### config.mk
export PLATFORM = sky130hd
export DESIGN_NAME = meas_avg_filter_flat
export DESIGN_NICKNAME = d
export VERILOG_FILES = /design/src/rtl/meas_avg_filter_pkg.sv /design/src/rtl/meas_avg_filter_if.sv /design/src/rtl/meas_avg_filter_tmo_cnt.sv /design/src/rtl/meas_avg_filter.sv /design/src/flat_wrapper.sv
export SDC_FILE = /design/constraint.sdc
export NUM_CORES = 1
export LEC_CHECK = 0
export CAP_MARGIN = 0
export CORE_ASPECT_RATIO = 0.75
export CORE_MARGIN = 4
export CORE_UTILIZATION = 56
export CTS_CLUSTER_SIZE = 10
export DETAILED_ROUTE_END_ITERATION = 7
export PLACE_DENSITY = 0.84
export SLEW_MARGIN = 20
export SYNTH_ARGS = -nofsm -noshare
export SYNTH_HDL_FRONTEND = slang
export SYNTH_SLANG_ARGS = --single-unit
### constraint.sdc
create_clock -name clk -period 3 [get_ports clk]
set_input_delay 0.3 -clock clk [delete_from_list [all_inputs] [get_ports clk]]
set_output_delay 0.3 -clock clk [all_outputs]
set_load 0.02 [all_outputs]
### src/rtl/meas_avg_filter_pkg.sv
`default_nettype none
// ============================================================================
//  Module      : meas_avg_filter_pkg
//  Description : Shared constants and FSM state encoding for the block-average
//                measurement filter.
//  Revision    : 1.0 - initial release
// ============================================================================
package meas_avg_filter_pkg;

    localparam int c_W_DEFAULT      = 12;
    localparam int c_LOG2N_DEFAULT  = 3;
    localparam int c_TMO_MS_DEFAULT = 500;

    typedef enum logic [1:0] {
        ST_ACC = 2'd0,
        ST_OUT = 2'd1,
        ST_TMO = 2'd2
    } state_t;

endpackage
`default_nettype wire

### src/rtl/meas_avg_filter_if.sv
`default_nettype none
// ============================================================================
//  Module      : meas_avg_filter_if
//  Description : Sample-in / average-out bundle of the block-average filter.
//                MEAS_AVG_MINMAX_EN adds the dmin/dmax result signals.
//  Revision    : 1.0 - initial release
// ============================================================================
interface meas_avg_filter_if
    import meas_avg_filter_pkg::*;
#(
    parameter int W     = c_W_DEFAULT,
    parameter int LOG2N = c_LOG2N_DEFAULT
);
    logic             ce1ms;
    logic             st;
    logic [W-1:0]     din;
    logic             clr;
    logic [W-1:0]     dout;
    logic             dout_st;
    logic             tmo;
    logic [LOG2N-1:0] fill;
`ifdef MEAS_AVG_MINMAX_EN
    logic [W-1:0]     dmin;
    logic [W-1:0]     dmax;

    modport master (output ce1ms, st, din, clr,
                    input  dout, dout_st, tmo, fill, dmin, dmax);
    modport slave  (input  ce1ms, st, din, clr,
                    output dout, dout_st, tmo, fill, dmin, dmax);
`else
    modport master (output ce1ms, st, din, clr,
                    input  dout, dout_st, tmo, fill);
    modport slave  (input  ce1ms, st, din, clr,
                    output dout, dout_st, tmo, fill);
`endif
endinterface
`default_nettype wire

### src/rtl/meas_avg_filter_tmo_cnt.sv
`default_nettype none
// ============================================================================
//  Module      : meas_tmo_cnt
//  Description : Millisecond no-signal watchdog. Counts ce1ms ticks since the
//                last clear, fires once when TMO_MS ticks pass, then holds
//                without refiring until the next clear.
//  Revision    : 1.0 - initial release
// ============================================================================
module meas_tmo_cnt
    import meas_avg_filter_pkg::*;
#(
    parameter int TMO_MS = c_TMO_MS_DEFAULT
)(
    input  wire logic clk,
    input  wire logic rst,
    input  wire logic i_ce1ms,
    input  wire logic i_clr,      // sample strobe or block restart
    input  wire logic i_en,       // filter is able to take a timeout now
    output logic      o_expire
);
    localparam int              c_CW      = (TMO_MS > 1) ? $clog2(TMO_MS) : 1;
    localparam logic [c_CW-1:0] c_CNT_MAX = c_CW'(TMO_MS - 1);

    logic [c_CW-1:0] r_cnt;
    logic            r_held;
    logic            w_at_max;

    assign w_at_max = (r_cnt == c_CNT_MAX);
    // A clear in the same cycle always wins over the timeout tick.
    assign o_expire = i_en & i_ce1ms & w_at_max & ~r_held & ~i_clr;

    // Tick counter saturating at TMO_MS-1; r_held blocks repeat timeouts.
    always_ff @(posedge clk) begin
        if (rst) begin
            r_cnt  <= '0;
            r_held <= 1'b0;
        end else if (i_clr) begin
            r_cnt  <= '0;
            r_held <= 1'b0;
        end else if (i_ce1ms) begin
            if (!w_at_max) begin
                r_cnt <= r_cnt + 1'b1;
            end
            if (o_expire) begin
                r_held <= 1'b1;
            end
        end
    end

endmodule
`default_nettype wire

### src/rtl/meas_avg_filter.sv
`default_nettype none
// ============================================================================
//  Module      : meas_avg_filter
//  Description : Block-average filter. Averages 2**LOG2N samples with
//                rounding, strobes the result out, and reports 0 with a
//                timeout flag when no sample arrives for TMO_MS ms.
//                Optional MEAS_AVG_MINMAX_EN adds per-block dmin/dmax.
//  Revision    : 1.0 - initial release
// ============================================================================
module meas_avg_filter
    import meas_avg_filter_pkg::*;
#(
    parameter int W      = c_W_DEFAULT,
    parameter int LOG2N  = c_LOG2N_DEFAULT,
    parameter int TMO_MS = c_TMO_MS_DEFAULT
)(
    input  wire logic         clk,
    input  wire logic         rst,
    meas_avg_filter_if.slave  bus
);
    localparam int               c_AW        = W + LOG2N;
    localparam logic [LOG2N-1:0] c_FILL_LAST = '1;
    localparam logic [c_AW:0]    c_HALF      = (c_AW + 1)'(1) << (LOG2N - 1);

    state_t           r_state;
    state_t           w_state_nx;
    logic [c_AW-1:0]  r_acc;
    logic [LOG2N-1:0] r_fill;
    logic [W-1:0]     r_dout;
    logic             r_tmo;

    logic             w_take;
    logic             w_last;
    logic             w_expire;
    logic [c_AW:0]    w_sum;
    logic [c_AW:0]    w_mean_full;
    logic [W-1:0]     w_mean;

    // clr drops a coincident sample, so only st without clr is accumulated.
    assign w_take = bus.st & ~bus.clr;
    assign w_last = w_take & (r_fill == c_FILL_LAST);

    // Extra top bit keeps the rounding add from wrapping.
    assign w_sum       = {1'b0, r_acc} + (c_AW + 1)'(bus.din) + c_HALF;
    assign w_mean_full = w_sum >> LOG2N;
    assign w_mean      = (|w_mean_full[c_AW:W]) ? {W{1'b1}} : w_mean_full[W-1:0];

    meas_tmo_cnt #(
        .TMO_MS (TMO_MS)
    ) u_tmo_cnt (
        .clk      (clk),
        .rst      (rst),
        .i_ce1ms  (bus.ce1ms),
        .i_clr    (bus.st | bus.clr),
        .i_en     (r_state == ST_ACC),
        .o_expire (w_expire)
    );

    // FSM state register.
    always_ff @(posedge clk) begin
        if (rst) begin
            r_state <= ST_ACC;
        end else begin
            r_state <= w_state_nx;
        end
    end

    // Next state: the result and timeout strobes each last one cycle.
    always_comb begin
        w_state_nx = r_state;
        case (r_state)
            ST_ACC: begin
                if (w_last) begin
                    w_state_nx = ST_OUT;
                end else if (w_expire) begin
                    w_state_nx = ST_TMO;
                end
            end
            ST_OUT:  w_state_nx = ST_ACC;
            ST_TMO:  w_state_nx = ST_ACC;
            default: w_state_nx = ST_ACC;
        endcase
    end

    // Accumulator, fill count and result registers; samples arriving during
    // the strobe cycle already count toward the next block.
    always_ff @(posedge clk) begin
        if (rst) begin
            r_acc  <= '0;
            r_fill <= '0;
            r_dout <= '0;
            r_tmo  <= 1'b0;
        end else if (bus.clr) begin
            r_acc  <= '0;
            r_fill <= '0;
        end else if (w_last) begin
            r_acc  <= '0;
            r_fill <= '0;
            r_dout <= w_mean;
            r_tmo  <= 1'b0;
        end else if (w_take) begin
            r_acc  <= r_acc + c_AW'(bus.din);
            r_fill <= r_fill + 1'b1;
        end else if (w_expire) begin
            r_acc  <= '0;
            r_fill <= '0;
            r_dout <= '0;
            r_tmo  <= 1'b1;
        end
    end

    assign bus.dout    = r_dout;
    assign bus.tmo     = r_tmo;
    assign bus.fill    = r_fill;
    assign bus.dout_st = (r_state != ST_ACC);

`ifdef MEAS_AVG_MINMAX_EN
    logic [W-1:0] r_run_min;
    logic [W-1:0] r_run_max;
    logic [W-1:0] r_dmin;
    logic [W-1:0] r_dmax;
    logic [W-1:0] w_smp_min;
    logic [W-1:0] w_smp_max;

    // The first sample of a block seeds both running extremes.
    assign w_smp_min = ((r_fill == '0) || (bus.din < r_run_min)) ? bus.din : r_run_min;
    assign w_smp_max = ((r_fill == '0) || (bus.din > r_run_max)) ? bus.din : r_run_max;

    // Running min/max per block, published alongside dout.
    always_ff @(posedge clk) begin
        if (rst) begin
            r_run_min <= '0;
            r_run_max <= '0;
            r_dmin    <= '0;
            r_dmax    <= '0;
        end else if (!bus.clr) begin
            if (w_take) begin
                r_run_min <= w_smp_min;
                r_run_max <= w_smp_max;
            end
            if (w_last) begin
                r_dmin <= w_smp_min;
                r_dmax <= w_smp_max;
            end else if (!w_take && w_expire) begin
                r_dmin <= '0;
                r_dmax <= '0;
            end
        end
    end

    assign bus.dmin = r_dmin;
    assign bus.dmax = r_dmax;
`else
    // Without min/max tracking the block publishes only the mean.
`endif

endmodule
`default_nettype wire

### src/flat_wrapper.sv
// flat-port wrapper written by rule: the top's interface ports become plain ports
module meas_avg_filter_flat import meas_avg_filter_pkg::*;
#(
    parameter int W      = c_W_DEFAULT,
    parameter int LOG2N  = c_LOG2N_DEFAULT,
    parameter int TMO_MS = c_TMO_MS_DEFAULT
)
  (clk, rst, bus_ce1ms, bus_st, bus_din, bus_clr, bus_dout, bus_dout_st, bus_tmo, bus_fill);
  meas_avg_filter_if #(.W(W), .LOG2N(LOG2N)) bus_i ();
  input  wire logic clk;
  input  wire logic rst;
  input wire logic [$bits(bus_i.ce1ms)-1:0] bus_ce1ms;
  input wire logic [$bits(bus_i.st)-1:0] bus_st;
  input wire logic [$bits(bus_i.din)-1:0] bus_din;
  input wire logic [$bits(bus_i.clr)-1:0] bus_clr;
  output wire logic [$bits(bus_i.dout)-1:0] bus_dout;
  output wire logic [$bits(bus_i.dout_st)-1:0] bus_dout_st;
  output wire logic [$bits(bus_i.tmo)-1:0] bus_tmo;
  output wire logic [$bits(bus_i.fill)-1:0] bus_fill;
  assign bus_i.ce1ms = bus_ce1ms;
  assign bus_i.st = bus_st;
  assign bus_i.din = bus_din;
  assign bus_i.clr = bus_clr;
  assign bus_dout = bus_i.dout;
  assign bus_dout_st = bus_i.dout_st;
  assign bus_tmo = bus_i.tmo;
  assign bus_fill = bus_i.fill;
  meas_avg_filter #(.W(W), .LOG2N(LOG2N), .TMO_MS(TMO_MS)) u_core (.clk(clk), .rst(rst), .bus(bus_i));
endmodule
* After elaboration in Yosys (flattened, before gate mapping)
Cells that the tools add are included.
** Operators by class
- $add $sub $neg :: 5
- Equality and inequality tests :: 3
- Mux-type cells :: 13
- Bitwise gates (word level) :: 12
- Reduce and logical (&&, ||, !) cells :: 11
** Operators by type and width (number)
- 12-bit 2-to-1 mux :: 4
- 15-bit 2-to-1 mux :: 2
- 15-bit by 12-bit adder with 16-bit output :: 1
- 16-bit by 3-bit adder with 16-bit output (second input constant) :: 1
- 15-bit by 12-bit adder with 15-bit output :: 1
- 9-bit by 1-bit adder with 9-bit output (second input constant) :: 1
- 9-bit == test (second input constant) :: 1
- 1-bit bitwise AND :: 6
- 3-bit 2-to-1 mux :: 2
- 2-bit nonzero test :: 3
- 3-bit OR reduction :: 2
- 1-bit 2-to-1 mux :: 5
- 1-bit inverter :: 5
- 2-bit AND reduction :: 2
- 2-bit OR reduction :: 2
- 3-bit by 1-bit adder with 3-bit output (second input constant) :: 1
- 3-bit == test (second input constant) :: 1
- 3-bit AND reduction :: 1
- 2-bit zero test :: 1
- 2-bit inequality test (second input constant) :: 1
- 1-bit OR :: 1
** Storage, ports and cells
- Output and inout port bits :: 17
- Logic and storage cells :: 52
- Input bits :: 17
- Register bits after elaboration :: 43

* Logic depth before layout (Yosys ltp)
Gate-level depths: netlist (run 1).
- Depth in word-level cells :: 8
- Gate-level depth with buffers :: 12
- Gate-level depth less buffers :: 11

* Cells and area by module
From an unflattened synthesis (run 1), not the netlist that was laid out.
** Unflattened totals
- Cell total of the unflattened synthesis :: 377
- Area, all modules :: 3070.4 sq um
** By module, submodules not included
- meas_avg_filter :: area an instance 2586.2 sq um, times used 1, cells each 322, sequential area each 660.6 sq um
- meas_tmo_cnt :: area an instance 484.2 sq um, times used 1, cells each 55, sequential area each 200.2 sq um

* Worst setup path after synthesis (run 1)
OpenSTA, ideal clock, no wires.
- Kind :: reg-to-reg
- Start :: reg u_core.r_acc[1]
- End :: reg u_core.r_dout[7] (netlist: u_core.bus.dout[7])
- Stages on the path, launching flop included :: 12
- Arrival time :: 2.554 ns
- Required time :: 2.897 ns
- Library setup time :: 0.103 ns
- Path slack :: 0.343 ns
- Period minus slack after synthesis :: 2.657 ns
- Buffers on the path :: 1
- Path through :: dfxtp_1 ha_1 inv_1 fa_1 a21oi_1 maj3_2 nor4b_4 nor2_2 a21o_1 buf_6 o211a_1 a2111oi_2
** Between the ends
- Cells in the longest elaborated chain, start to end :: 4
** Ends and longest elaborated chain
- start: declaration :: line meas_avg_filter.sv:27 : logic [c_AW-1:0] r_acc;
- start signal: assignment :: line meas_avg_filter.sv:102 : r_acc <= r_acc + c_AW'(bus.din);
- 15-bit by 12-bit adder with 16-bit output :: line meas_avg_filter.sv:44 : assign w_sum = {1'b0, r_acc} + (c_AW + 1)'(bus.din) + c_HALF;
- 16-bit by 3-bit adder with 16-bit output :: line meas_avg_filter.sv:44
- 12-bit 2-to-1 mux :: line meas_avg_filter.sv:46 : assign w_mean = (|w_mean_full[c_AW:W]) ? {W{1'b1}} : w_mean_full[W-1:0];
- 12-bit 2-to-1 mux :: line meas_avg_filter.sv:96 : end else if (w_last) begin
- end signal: assignment :: line meas_avg_filter.sv:99 : r_dout <= w_mean;
- end: declaration :: line meas_avg_filter.sv:29 : logic [W-1:0] r_dout;
No other way between the ends.
A chain may end at the register's enable or synchronous reset.

* Final worst setup path (run 1)
- Start :: in bus_din[1]
- End :: reg u_core.r_dout[10] (netlist: u_core.bus.dout[10])
** Between the ends
- Cells in the longest elaborated chain, start to end :: 4
** Ends and longest elaborated chain
- start: declaration :: line flat_wrapper.sv:14 : input wire logic [$bits(bus_i.din)-1:0] bus_din;
- 15-bit by 12-bit adder with 16-bit output :: line meas_avg_filter.sv:44
- 16-bit by 3-bit adder with 16-bit output :: line meas_avg_filter.sv:44
- 12-bit 2-to-1 mux :: line meas_avg_filter.sv:46
- 12-bit 2-to-1 mux :: line meas_avg_filter.sv:96
No other way between the ends.

==> out/metrics.csv, run 1 <==
stage;metric;value;unit
setup_path;CP cell instances;clkdlybuf4s50_1 > ha_1 > inv_1 > fa_1 > a21oi_1 > maj3_2 > nor4b_4 > or3_1 > a31oi_1 > xor2_1 > a221oi_1;
placement;placed inst area;0.003392;mm2
yosys;number of flops mapped to enable cells by yosys;0;
setup_path;Worst Path Buf+Inv;2;
power;Leak;1.460;nW
global_route;All-Layer GR Usage;0.2182;
sta;Final period util;0.9500;
route;WL/cell;15.00;um
global_route;GR peak layer;met2;
setup_path;CP required;3210;ps
floorplanning;Starting Density;0.5853;
floorplanning;Die H;70.15;um
setup_path;Worst Setup SP;bus_din[1];
sta;final hold vios;0;
yosys;synthesized area;0.002884;mm2
yosys;Synth Area per Inst;8.311;um2
setup_path;reg2reg setup slack;220;ps
sta;clk_skew;5.673;ps
floorplanning;die area;0.006374;mm2
sta;Period minus WS final;2850;ps
floorplanning;core footprint;0.004927;mm2
worst_hold_path;hold path start;u_core.r_state[1]$_SDFFE_PP0P_;
route;DR pass1 iterations;4;
cells_and_area;Synth-to-Final Area Change;22.78;%
yosys;post-synthesis net count;398;
yosys;Cell variety after synth;51;
clock_tree;Root Buffer;clkbuf_8;
floorplanning;row count;22;
setup_path;Critical Path Max Stage Delay;480;ps
worst_hold_path;Min-Delay Path Class;flop to flop;
clock_tree;TritonCTS Buffers;5;
sta;Slew Viols, Final;0;
cells_and_area;Final Non-Filler Cells;455;
placement;Inst Count DP;447;
worst_hold_path;worst hold path cell count;1;
clock_tree;latest clock arrival within the worst-skew pair;300;ps
global_route;M1 GR Usage;0.2944;
clock_tree;Clock Sink Count;43;
clock_tree;Longest Clk Path Bufs;2;
sta;worst slew pin tran;715.5;ps
placement;placement-stage worst setup slack;-159.3;ps
route;final WL;6.823;mm
setup_path;FF-to-FF path depth;10;
clock_tree;CTS tree;done;
setup_path;CP Capture Point;u_core.bus.dout[10]$_SDFFE_PP0P_;
yosys;Synth Flop Type;dfxtp_1;
placement;port bufs;33;
power;peak supply drop;0.1846;mV
setup_path;cell count along the critical path;11;
clock_tree;CTS clk-pin slew, worst paths;80;ps
setup_path;CP max-delay cell;clkdlybuf4s50_1;
setup_path;crit path max fanout;2;
placement;Placer Congestion;0.8657;
global_route;antenna violations before repair;0;
job;Max-Cap Viols;0;
cells_and_area;layout cells sized above 1;0.09620;
route;Via density;5.862;
placement;DP HPWL;5.000;mm
sta;Slew HR;0.5202;
yosys;Mapped Cells;347;
global_route;number of global-route vias before repair;2541;
setup_path;RR Startpoint;u_core.r_acc[1]$_SDFFE_PP0P_;
route;Post-route DRC;0;
sta;Max Fclk;0.3509;GHz
floorplanning;die width;90.87;um
global_route;M2 GR Usage;0.3468;
power;Pwr Density;373.7;mW/mm2
cells_and_area;# diodes;0;
setup_path;family with the most delay on the worst path;adder cells;
route;vias;2667;
setup_path;reg2reg end;u_core.bus.dout[10]$_SDFFE_PP0P_;
floorplanning;I/O pin total;34;
outcome;status;finished clean;
yosys;sequential area share after synthesis;0.2985;
global_route;met3 Use GR;0.05705;
clock_tree;H-tree depth;2;
clock_tree;Post-CTS Setup Inserts;0;
cells_and_area;layout net count;445;
global_route;GRT overflow;0;
cells_and_area;Finished Cell Area;0.003541;mm2
clock_tree;CTS Hold Bufs;0;
setup_path;crit path kind;input port to flop;
yosys;synthesis-stage register bit count;43;
yosys;Synth async-reset ratio;0;
route;Final ANT Viol Nets;0;
setup_path;Critical Path Start Type;input port;
sta;final setup vio count;0;
sta;PnR worst setup slack;150.0;ps
cells_and_area;fill count;376;
global_route;largest net degree at the start of global routing;20;
yosys;Synth warnings;0;
global_route;first-pass GRT wire length;11.54;mm
setup_path;Worst setup EP type;flop;
route;initial drt markers;121;
setup_path;Worst EP arrival;3060;ps
[cells by family after synthesis]
logic type,after synthesis,synth area share
AOI/OAI and AO/OA,83,0.1879
xor gates and xnor gates,28,0.08503
adders and majority gates,35,0.1696
buffers and inverters,43,0.05943
DFF,43,0.2985
and+or+nand+nor,115,0.1996
[area by class of cell]
cell class                 count  area (um2)  area share
timing repair buffer          56       503.0      0.1420
clock inverter                 2       60.06     0.01696
multi-input combinational    261        1868      0.5276
sequential                    43       860.8      0.2431
inverter                      27       101.3     0.02862
tap                           60       75.07     0.02120
clock buffer                   6       72.57     0.02049
[power breakdown]
group	total (mW)	internal (mW)	switching [mW]
registers	0.580	0.576	0.00467
clock network	0.536	0.333	0.203
logic	0.207	0.0937	0.113
[synthesized netlist by cell type (all sizes together) (4+ instances only)]
| master | count | share of area |
|---|---|---|
| nand4 | 6 | 0.013 |
| nand3 | 21 | 0.036 |
| clkbuf | 12 | 0.016 |
| dfxtp | 43 | 0.30 |
| a221oi | 9 | 0.027 |
| buf | 4 | 0.0087 |
| fa | 7 | 0.049 |
| a21oi | 29 | 0.050 |
| o21ai | 13 | 0.023 |
| xor2 | 13 | 0.039 |
| xnor2 | 15 | 0.046 |
| or3 | 6 | 0.013 |
| nand2 | 46 | 0.060 |
| ha | 27 | 0.12 |
| a21o | 8 | 0.021 |
| a31oi | 6 | 0.013 |
| nor2 | 14 | 0.019 |
| inv | 27 | 0.035 |
[worst min-delay path by stage]
| stage | end | slack [ps] |
|---|---|---|
| after global routing | u_core.r_state[0]$_SDFFE_PP0P_ | 440 |
| after detailed placement | u_core.r_state[0]$_SDFFE_PP0P_ | 410 |
| after floorplan | u_core.r_state[0]$_SDFFE_PP0P_ | 390 |
| final | u_core.r_state[0]$_SDFFE_PP0P_ | 410 |
| after global placement | u_core.r_state[0]$_SDFFE_PP0P_ | 400 |
| after CTS | u_core.r_state[0]$_SDFFE_PP0P_ | 420 |
[metrics by stage]
| stage | power [mW] | hold slack [ps] | utilization | TNS (ps) |
|---|---|---|---|---|
| 2_1_floorplan | 0.7192 | 391.3 | - | 0 |
| 3_3_place_gp | 0.7887 | 396.5 | 0.6884 | -13.54 |
| 3_5_place_dp | 0.7937 | 406.5 | 0.6884 | -746.7 |
| 4_1_cts | 1.328 | 418.4 | 0.7153 | 0 |
| 5_1_grt | 1.376 | 444.3 | 0.7186 | -3.996 |
| 6_report | 1.323 | 414.5 | 0.7186 | 0 |
[flip-flops by register name, indices dropped and copies added, names as in the netlist]
signal	flops
u_core.bus.dout	12
u_core.bus.fill	3
u_core.bus.tmo	1
u_core.r_acc	15
u_core.r_state	2
u_core.u_tmo_cnt.r_cnt	9
u_core.u_tmo_cnt.r_held	1
[cell usage in the layout, fill, tap and decap left out, types with 3 or more instances in the layout]
| cell type | count |
|---|---|
| inv_1 | 26 |
| a31oi_1 | 6 |
| ha_1 | 27 |
| fa_1 | 7 |
| or3_1 | 6 |
| xnor2_1 | 15 |
| xor2_1 | 13 |
| o21ai_1 | 3 |
| clkdlybuf4s50_1 | 33 |
| a211oi_1 | 3 |
| nand2_1 | 46 |
| clkbuf_8 | 5 |
| nor3_1 | 3 |
| nand3_1 | 21 |
| o21ai_0 | 10 |
| a21o_1 | 8 |
| nand2b_1 | 3 |
| a221oi_1 | 9 |
| buf_4 | 23 |
| a21oi_1 | 28 |
| nor2_1 | 13 |
| dfxtp_1 | 43 |
| nand4_1 | 6 |
[per-layer routing]
layer	wire length [um]	vias to the layer above
li1	-	1311
met1	3211	1259
met2	3119	88
met3	420	9
met4	71	0
met5	0	-
[timing repair]
item | CTS | global route
resized for setup | 0 | 2
hold endpoints to repair | 0 | 0
endpoints found under the setup margin | 0 | 1
Power figures use the tool's default switching activity.
==> inputs of run 2 (changes only) <==
Settings changed: CAP_MARGIN 0 to default, GPL_ROUTABILITY_DRIVEN from default to 0.
Clock period 3 ns to 2.93 ns, I/O delays scaled along.
==> out/metrics.csv, run 2 (synthesized netlist as in run 1, its figures left out) <==
stage;metric;value;unit;change
sta;final setup vio count;0;;unchanged
sta;final hold vios;0;;unchanged
sta;Min Hold Slack;420.8;ps;was 414.5 ps
cells_and_area;commonest non-fill, non-tap cell in the layout;nand2_1;;unchanged
global_route;antenna violations before repair;0;;unchanged
power;sequential power share;0.438;;was 0.439
setup_path;crit path kind;input port to flop;;unchanged
setup_path;Worst EP arrival;2990;ps;was 3060 ps
worst_hold_path;worst hold path cell count;1;;unchanged
job;Max-Cap Viols;0;;unchanged
setup_path;Critical Path Start Type;input port;;unchanged
power;Leak;1.472;nW;was 1.460 nW
route;DR pass1 iterations;4;;unchanged
floorplanning;I/O pin total;34;;unchanged
sta;clk_skew;12.27;ps;was 5.673 ps
clock_tree;Root Buffer;clkbuf_8;;unchanged
global_route;first-pass GRT wire length;11.72;mm;was 11.54 mm
floorplanning;core footprint;0.004927;mm2;unchanged
power;Sw Share;0.2402;;was 0.2427
power;peak supply drop;0.3443;mV;was 0.1846 mV
cells_and_area;most frequent cells in the layout;46 x nand2_1, 43 x dfxtp_1, 33 x clkdlybuf4s50_1;;unchanged
worst_hold_path;hold path start;u_core.r_state[1]$_SDFFE_PP0P_;;unchanged
floorplanning;Starting Density;0.5853;;unchanged
sta;PnR worst setup slack;130.9;ps;was 150.0 ps
setup_path;CP max-delay cell;clkdlybuf4s50_1;;unchanged
clock_tree;Clock Sink Count;43;;unchanged
sta;RSZ-0062 raised after global routing;false;;
cells_and_area;layout net count;447;;was 445
global_route;All-Layer GR Usage;0.2227;;was 0.2182
setup_path;crit path max fanout;4;;was 2
setup_path;FF-to-FF path depth;10;;unchanged
placement;placement-stage worst setup slack;-183.5;ps;was -159.3 ps
global_route;met3 Use GR;0.03983;;was 0.05705
global_route;GRT overflow;0;;unchanged
clock_tree;Post-CTS Setup Inserts;0;;unchanged
setup_path;RR Startpoint;u_core.r_acc[1]$_SDFFE_PP0P_;;unchanged
setup_path;Worst setup EP type;flop;;unchanged
sta;Slew Viols, Final;0;;unchanged
cells_and_area;max reg flops;15;;unchanged
clock_tree;CTS Hold Bufs;0;;unchanged
power;P_sw;325.7;uW;was 321.1 uW
sta;Max Fclk;0.3573;GHz;
setup_path;CP required;3120;ps;was 3210 ps
power;internal power;1.030;mW;was 1.002 mW
cells_and_area;Top reg by flops;u_core.r_acc;;unchanged
route;Post-route DRC;0;;unchanged
clock_tree;CTS tree;done;;unchanged
global_route;GR peak layer;met2;;unchanged
global_route;number of global-route vias before repair;2541;;unchanged
power;Pwr Density;380.3;mW/mm2;was 373.7 mW/mm2
clock_tree;Longest Clk Path Bufs;2;;unchanged
power;Clock power frac;0.401;;was 0.405
setup_path;reg2reg setup slack;210;ps;was 220 ps
cells_and_area;layout cells sized above 1;0.1108;;was 0.09620
sta;worst slew pin tran;653.1;ps;was 715.5 ps
floorplanning;row count;22;;unchanged
sta;Final period util;0.9553;;
sta;Period minus WS final;2799;ps;
cells_and_area;Final Non-Filler Cells;457;;was 455
route;WL/cell;14.93;um;was 15.00 um
route;Via density;5.814;;was 5.862
cells_and_area;Synth-to-Final Area Change;23.60;%;was 22.78%
global_route;M1 GR Usage;0.3030;;was 0.2944
route;vias;2657;;was 2667
placement;Inst Count DP;449;;was 447
placement;port bufs;33;;unchanged
clock_tree;CTS clk-pin slew, worst paths;80;ps;about the same
setup_path;reg2reg end;u_core.bus.dout[11]$_SDFFE_PP0P_;;was u_core.bus.dout[10]$_SDFFE_PP0P_
floorplanning;Die H;70.15;um;unchanged
floorplanning;die area;0.006374;mm2;unchanged
setup_path;Critical Path Max Stage Delay;500;ps;was 480 ps
floorplanning;die width;90.87;um;unchanged
power;Comb power frac;0.161;;was 0.156
route;final WL;6.825;mm;was 6.823 mm
outcome;status;finished clean;;unchanged
global_route;largest net degree at the start of global routing;34;;was 20
clock_tree;H-tree depth;2;;unchanged
worst_hold_path;Min-Delay Path Class;flop to flop;;unchanged
cells_and_area;# diodes;0;;unchanged
worst_hold_path;WHS Endpoint;u_core.r_state[0]$_SDFFE_PP0P_;;unchanged
route;initial drt markers;169;;was 121
clock_tree;latest clock arrival within the worst-skew pair;300;ps;about the same
sta;Slew HR;0.5620;;was 0.5202
clock_tree;TritonCTS Buffers;5;;unchanged
setup_path;CP cell instances;clkdlybuf4s50_1 > ha_1 > inv_1 > fa_1 > a21oi_2 > maj3_2 > nor4b_4 > nor2_2 > a21oi_1 > o21ai_0 > a221oi_1;;was clkdlybuf4s50_1 > ha_1 > inv_1 > fa_1 > a21oi_1 > maj3_2 > nor4b_4 > or3_1 > a31oi_1 > xor2_1 > a221oi_1
global_route;M2 GR Usage;0.3673;;was 0.3468
route;Final ANT Viol Nets;0;;unchanged
placement;DP HPWL;5.240;mm;was 5.000 mm
## run 2: changes by cell type in the layout (fill, tap and decap cells not counted)
cell and delta:
a21oi_2 +1, a2111oi_4 -1, a21oi_1 -1, a211oi_2 +1
a211oi_1 -1, a2111oi_2 +1, a31oi_2 +1, a31oi_1 -1
a221oi_1 -1, a221oi_2 +1, buf_4 +2
## run 2: area by class of cell
type / instances / area (um2)
clock inverters: 2 / 60.06
repair buffers: 58 / 518.0
flip-flops and latches: 43 / 860.8
well taps: 60 / 75.07
multi-input cells: 261 / 1877
clock buffers: 6 / 72.57
inverters: 27 / 101.3
fillers: 368 / 1363
## run 2: layer usage
| metal | part of all wire | vias to the layer above |
|---|---|---|
| met5 | 0 | - |
| met2 | 0.46 | 91 |
| met3 | 0.069 | 10 |
| met1 | 0.46 | 1237 |
| met4 | 0.010 | 0 |
| li1 | - | 1319 |
## run 2: power groups by stage
stage	clock, mW	sequential [mW]	combinational, mW
floorplan	0	0.607	0.129
global route	0.578	0.595	0.240
detailed placement	0	0.608	0.212
global placement	0	0.608	0.203
finish	0.544	0.594	0.218
CTS	0.547	0.594	0.213
## run 2: how the worst max path moves through the flow
stage,depth (start not counted),end,startpoint
floorplan,11,u_core.bus.dout[7]$_SDFFE_PP0P_,u_core.r_acc[1]$_SDFFE_PP0P_
finish,11,u_core.bus.dout[11]$_SDFFE_PP0P_,bus_din[1]
global placement,11,u_core.bus.dout[7]$_SDFFE_PP0P_,bus_din[1]
CTS,11,u_core.bus.dout[7]$_SDFFE_PP0P_,bus_din[1]
global route,12,u_core.bus.dout[7]$_SDFFE_PP0P_,bus_din[1]
detailed placement,11,u_core.bus.dout[7]$_SDFFE_PP0P_,bus_din[1]
## run 2: what timing repair did
item / in CTS / in global routing
setup endpoints to repair: 0 / 5
resized for setup: 0 / 5
endpoints found under the hold margin: 0 / 0
## run 2: worst max-delay path, delay by kind of cell
family / cells / cell delay (ps)
adder cells (fa/ha/maj): 3 / 1030
AO/OA/AOI/OAI: 4 / 750
buffers and inverters: 2 / 560
AND/OR/NAND/NOR: 2 / 350
## run 2: through the flow
stage	TNS [ps]	instance area (um2)	total power [mW]	utilization
finish	0	3565	1.356	0.7235
global route	0	3565	1.413	0.7235
CTS	0	3540	1.355	0.7184
detailed placement	-1814	3407	0.8199	0.6915
global placement	-304.9	3407	0.8110	0.6915
floorplan	0	2884	0.7364	-
==> inputs of run 3 (changes only) <==
Settings changed: CORE_MARGIN 4 to 2, SLEW_MARGIN 20 to 15.
==> out/metrics.csv, run 3 (synthesized netlist as in run 1, its figures left out) <==
stage;metric;value;unit;change
outcome;status;finished clean;;unchanged
route;initial drt markers;132;;was 169
cells_and_area;Finished Cell Area;0.003547;mm2;was 0.003565 mm2
clock_tree;CTS clk-pin slew, worst paths;80;ps;about the same
clock_tree;latest clock arrival within the worst-skew pair;300;ps;about the same
clock_tree;Longest Clk Path Bufs;2;;unchanged
floorplanning;Die H;66.15;um;was 70.15 um
setup_path;Critical Path Start Type;input port;;unchanged
route;Via density;5.764;;was 5.814
cells_and_area;Final Util;0.7199;;was 0.7235
clock_tree;Root Buffer;clkbuf_8;;unchanged
sta;clk_skew;3.022;ps;was 12.27 ps
cells_and_area;max reg flops;15;;unchanged
cells_and_area;Top reg by flops;u_core.r_acc;;unchanged
route;vias;2634;;was 2657
clock_tree;Clock Sink Count;43;;unchanged
power;peak supply drop;0.1977;mV;was 0.3443 mV
cells_and_area;most frequent cells in the layout;46 x nand2_1, 43 x dfxtp_1, 33 x clkdlybuf4s50_1;;unchanged
clock_tree;CTS tree;done;;unchanged
sta;final hold vios;0;;unchanged
sta;Min Hold Slack;418.0;ps;was 420.8 ps
clock_tree;TritonCTS Buffers;5;;unchanged
setup_path;Worst setup EP type;flop;;unchanged
sta;Slew Viols, Final;0;;unchanged
sta;PnR worst setup slack;172.4;ps;was 130.9 ps
sta;Slew HR;0.5578;;was 0.5620
setup_path;FF-to-FF path depth;10;;unchanged
worst_hold_path;Min-Delay Path Class;flop to flop;;unchanged
global_route;antenna violations before repair;0;;unchanged
sta;worst slew pin tran;659.3;ps;was 653.1 ps
sta;setup_tns;0;ps;unchanged
route;Post-route DRC;0;;unchanged
power;Leak;1.470;nW;was 1.472 nW
placement;port bufs;33;;unchanged
job;Max-Cap Viols;0;;unchanged
placement;placed inst area;0.003407;mm2;unchanged
setup_path;Worst EP arrival;2960;ps;was 2990 ps
power;Pwr Density;385.9;mW/mm2;was 380.3 mW/mm2
route;DR pass1 iterations;5;;was 4
floorplanning;Starting Density;0.5853;;unchanged
cells_and_area;fill count;394;;was 368
floorplanning;die width;86.87;um;was 90.87 um
setup_path;crit path kind;input port to flop;;unchanged
cells_and_area;commonest non-fill, non-tap cell in the layout;nand2_1;;unchanged
cells_and_area;layout cells sized above 1;0.1033;;was 0.1108
cells_and_area;# diodes;0;;unchanged
global_route;All-Layer GR Usage;0.2490;;was 0.2227
global_route;number of global-route vias before repair;2445;;was 2541
global_route;GRT overflow;0;;unchanged
cells_and_area;Final Non-Filler Cells;457;;unchanged
clock_tree;H-tree depth;2;;unchanged
route;WL/cell;14.71;um;was 14.93 um
route;Final ANT Viol Nets;0;;unchanged
setup_path;CP required;3130;ps;was 3120 ps
sta;Final period util;0.9412;;was 0.9553
worst_hold_path;worst hold path cell count;1;;unchanged
route;final WL;6.723;mm;was 6.825 mm
global_route;largest net degree at the start of global routing;34;;unchanged
placement;Inst Count DP;449;;unchanged
cells_and_area;layout net count;447;;unchanged
floorplanning;row count;22;;unchanged
setup_path;crit path max fanout;9;;was 4
clock_tree;Post-CTS Setup Inserts;0;;unchanged
floorplanning;core footprint;0.004927;mm2;unchanged
sta;Max Fclk;0.3626;GHz;was 0.3573 GHz
global_route;first-pass GRT wire length;11.21;mm;was 11.72 mm
placement;placement-stage worst setup slack;-134.4;ps;was -183.5 ps
power;total power;1.369;mW;was 1.356 mW
sta;final setup vio count;0;;unchanged
sta;Period minus WS final;2758;ps;was 2799 ps
floorplanning;die area;0.005746;mm2;was 0.006374 mm2
cells_and_area;Synth-to-Final Area Change;22.99;%;was 23.60%
floorplanning;I/O pin total;34;;unchanged
placement;DP HPWL;5.021;mm;was 5.240 mm
==> run 3: changes by cell type in the layout (fill, tap and decap cells not counted) <==
cell and change:
a211oi_1 +1, a211oi_2 -1, a221oi_1 +1, a221oi_2 -1
a31oi_1 +1, a31oi_2 -1
==> run 3: final timing paths <==
| path | start | end | slack (ps) |
|---|---|---|---|
| setup reg to reg | u_core.r_acc[1]$_SDFFE_PP0P_ | u_core.bus.dout[0]$_SDFFE_PP0P_ | 250 |
| setup / recovery | bus_din[1] | u_core.bus.dout[0]$_SDFFE_PP0P_ | 170 |
| hold / removal | u_core.r_state[1]$_SDFFE_PP0P_ | u_core.r_state[0]$_SDFFE_PP0P_ | 420 |
| hold reg to reg | u_core.r_state[1]$_SDFFE_PP0P_ | u_core.r_state[0]$_SDFFE_PP0P_ | 420 |
==> run 3: repair_timing <==
item	CTS	global route
hold buffers	0	0
setup endpoints to repair	0	3
resized for setup	0	2
==> run 3: per-layer routing <==
layer	global-route usage	part of all wire	up-vias
li1	-	-	1317
met1	0.3419	0.48	1217
met2	0.4008	0.44	88
met3	0.04619	0.060	12
met4	0.07031	0.014	0
met5	0	0	-
==> run 3: power by group <==
part           leakage (nW)  switching, mW  total [mW]  internal [mW]
sequential            0.347        0.00471       0.594          0.589
combinational          1.06          0.117       0.217         0.0998
clock                0.0654          0.217       0.558          0.341
==> run 3: final cells by class <==
class                   instances  area (um2)  share of cell area
inverters                      27       101.3             0.02857
clock buffers                   6       72.57             0.02046
flip-flops and latches         43       860.8              0.2427
multi-input cells             261        1859              0.5242
clock inverters                 2       60.06             0.01693
repair buffers                 58       518.0              0.1460
well taps                      60       75.07             0.02116
==> run 3: critical path, cell delays in order <==
cell and delay (ps):
clkdlybuf4s50_1 480, ha_1 170, inv_1 50, fa_1 500
a21oi_2 70, maj3_2 360, nor4b_4 290, nor2_2 100
a21o_1 190, buf_4 170, a221oi_1 280
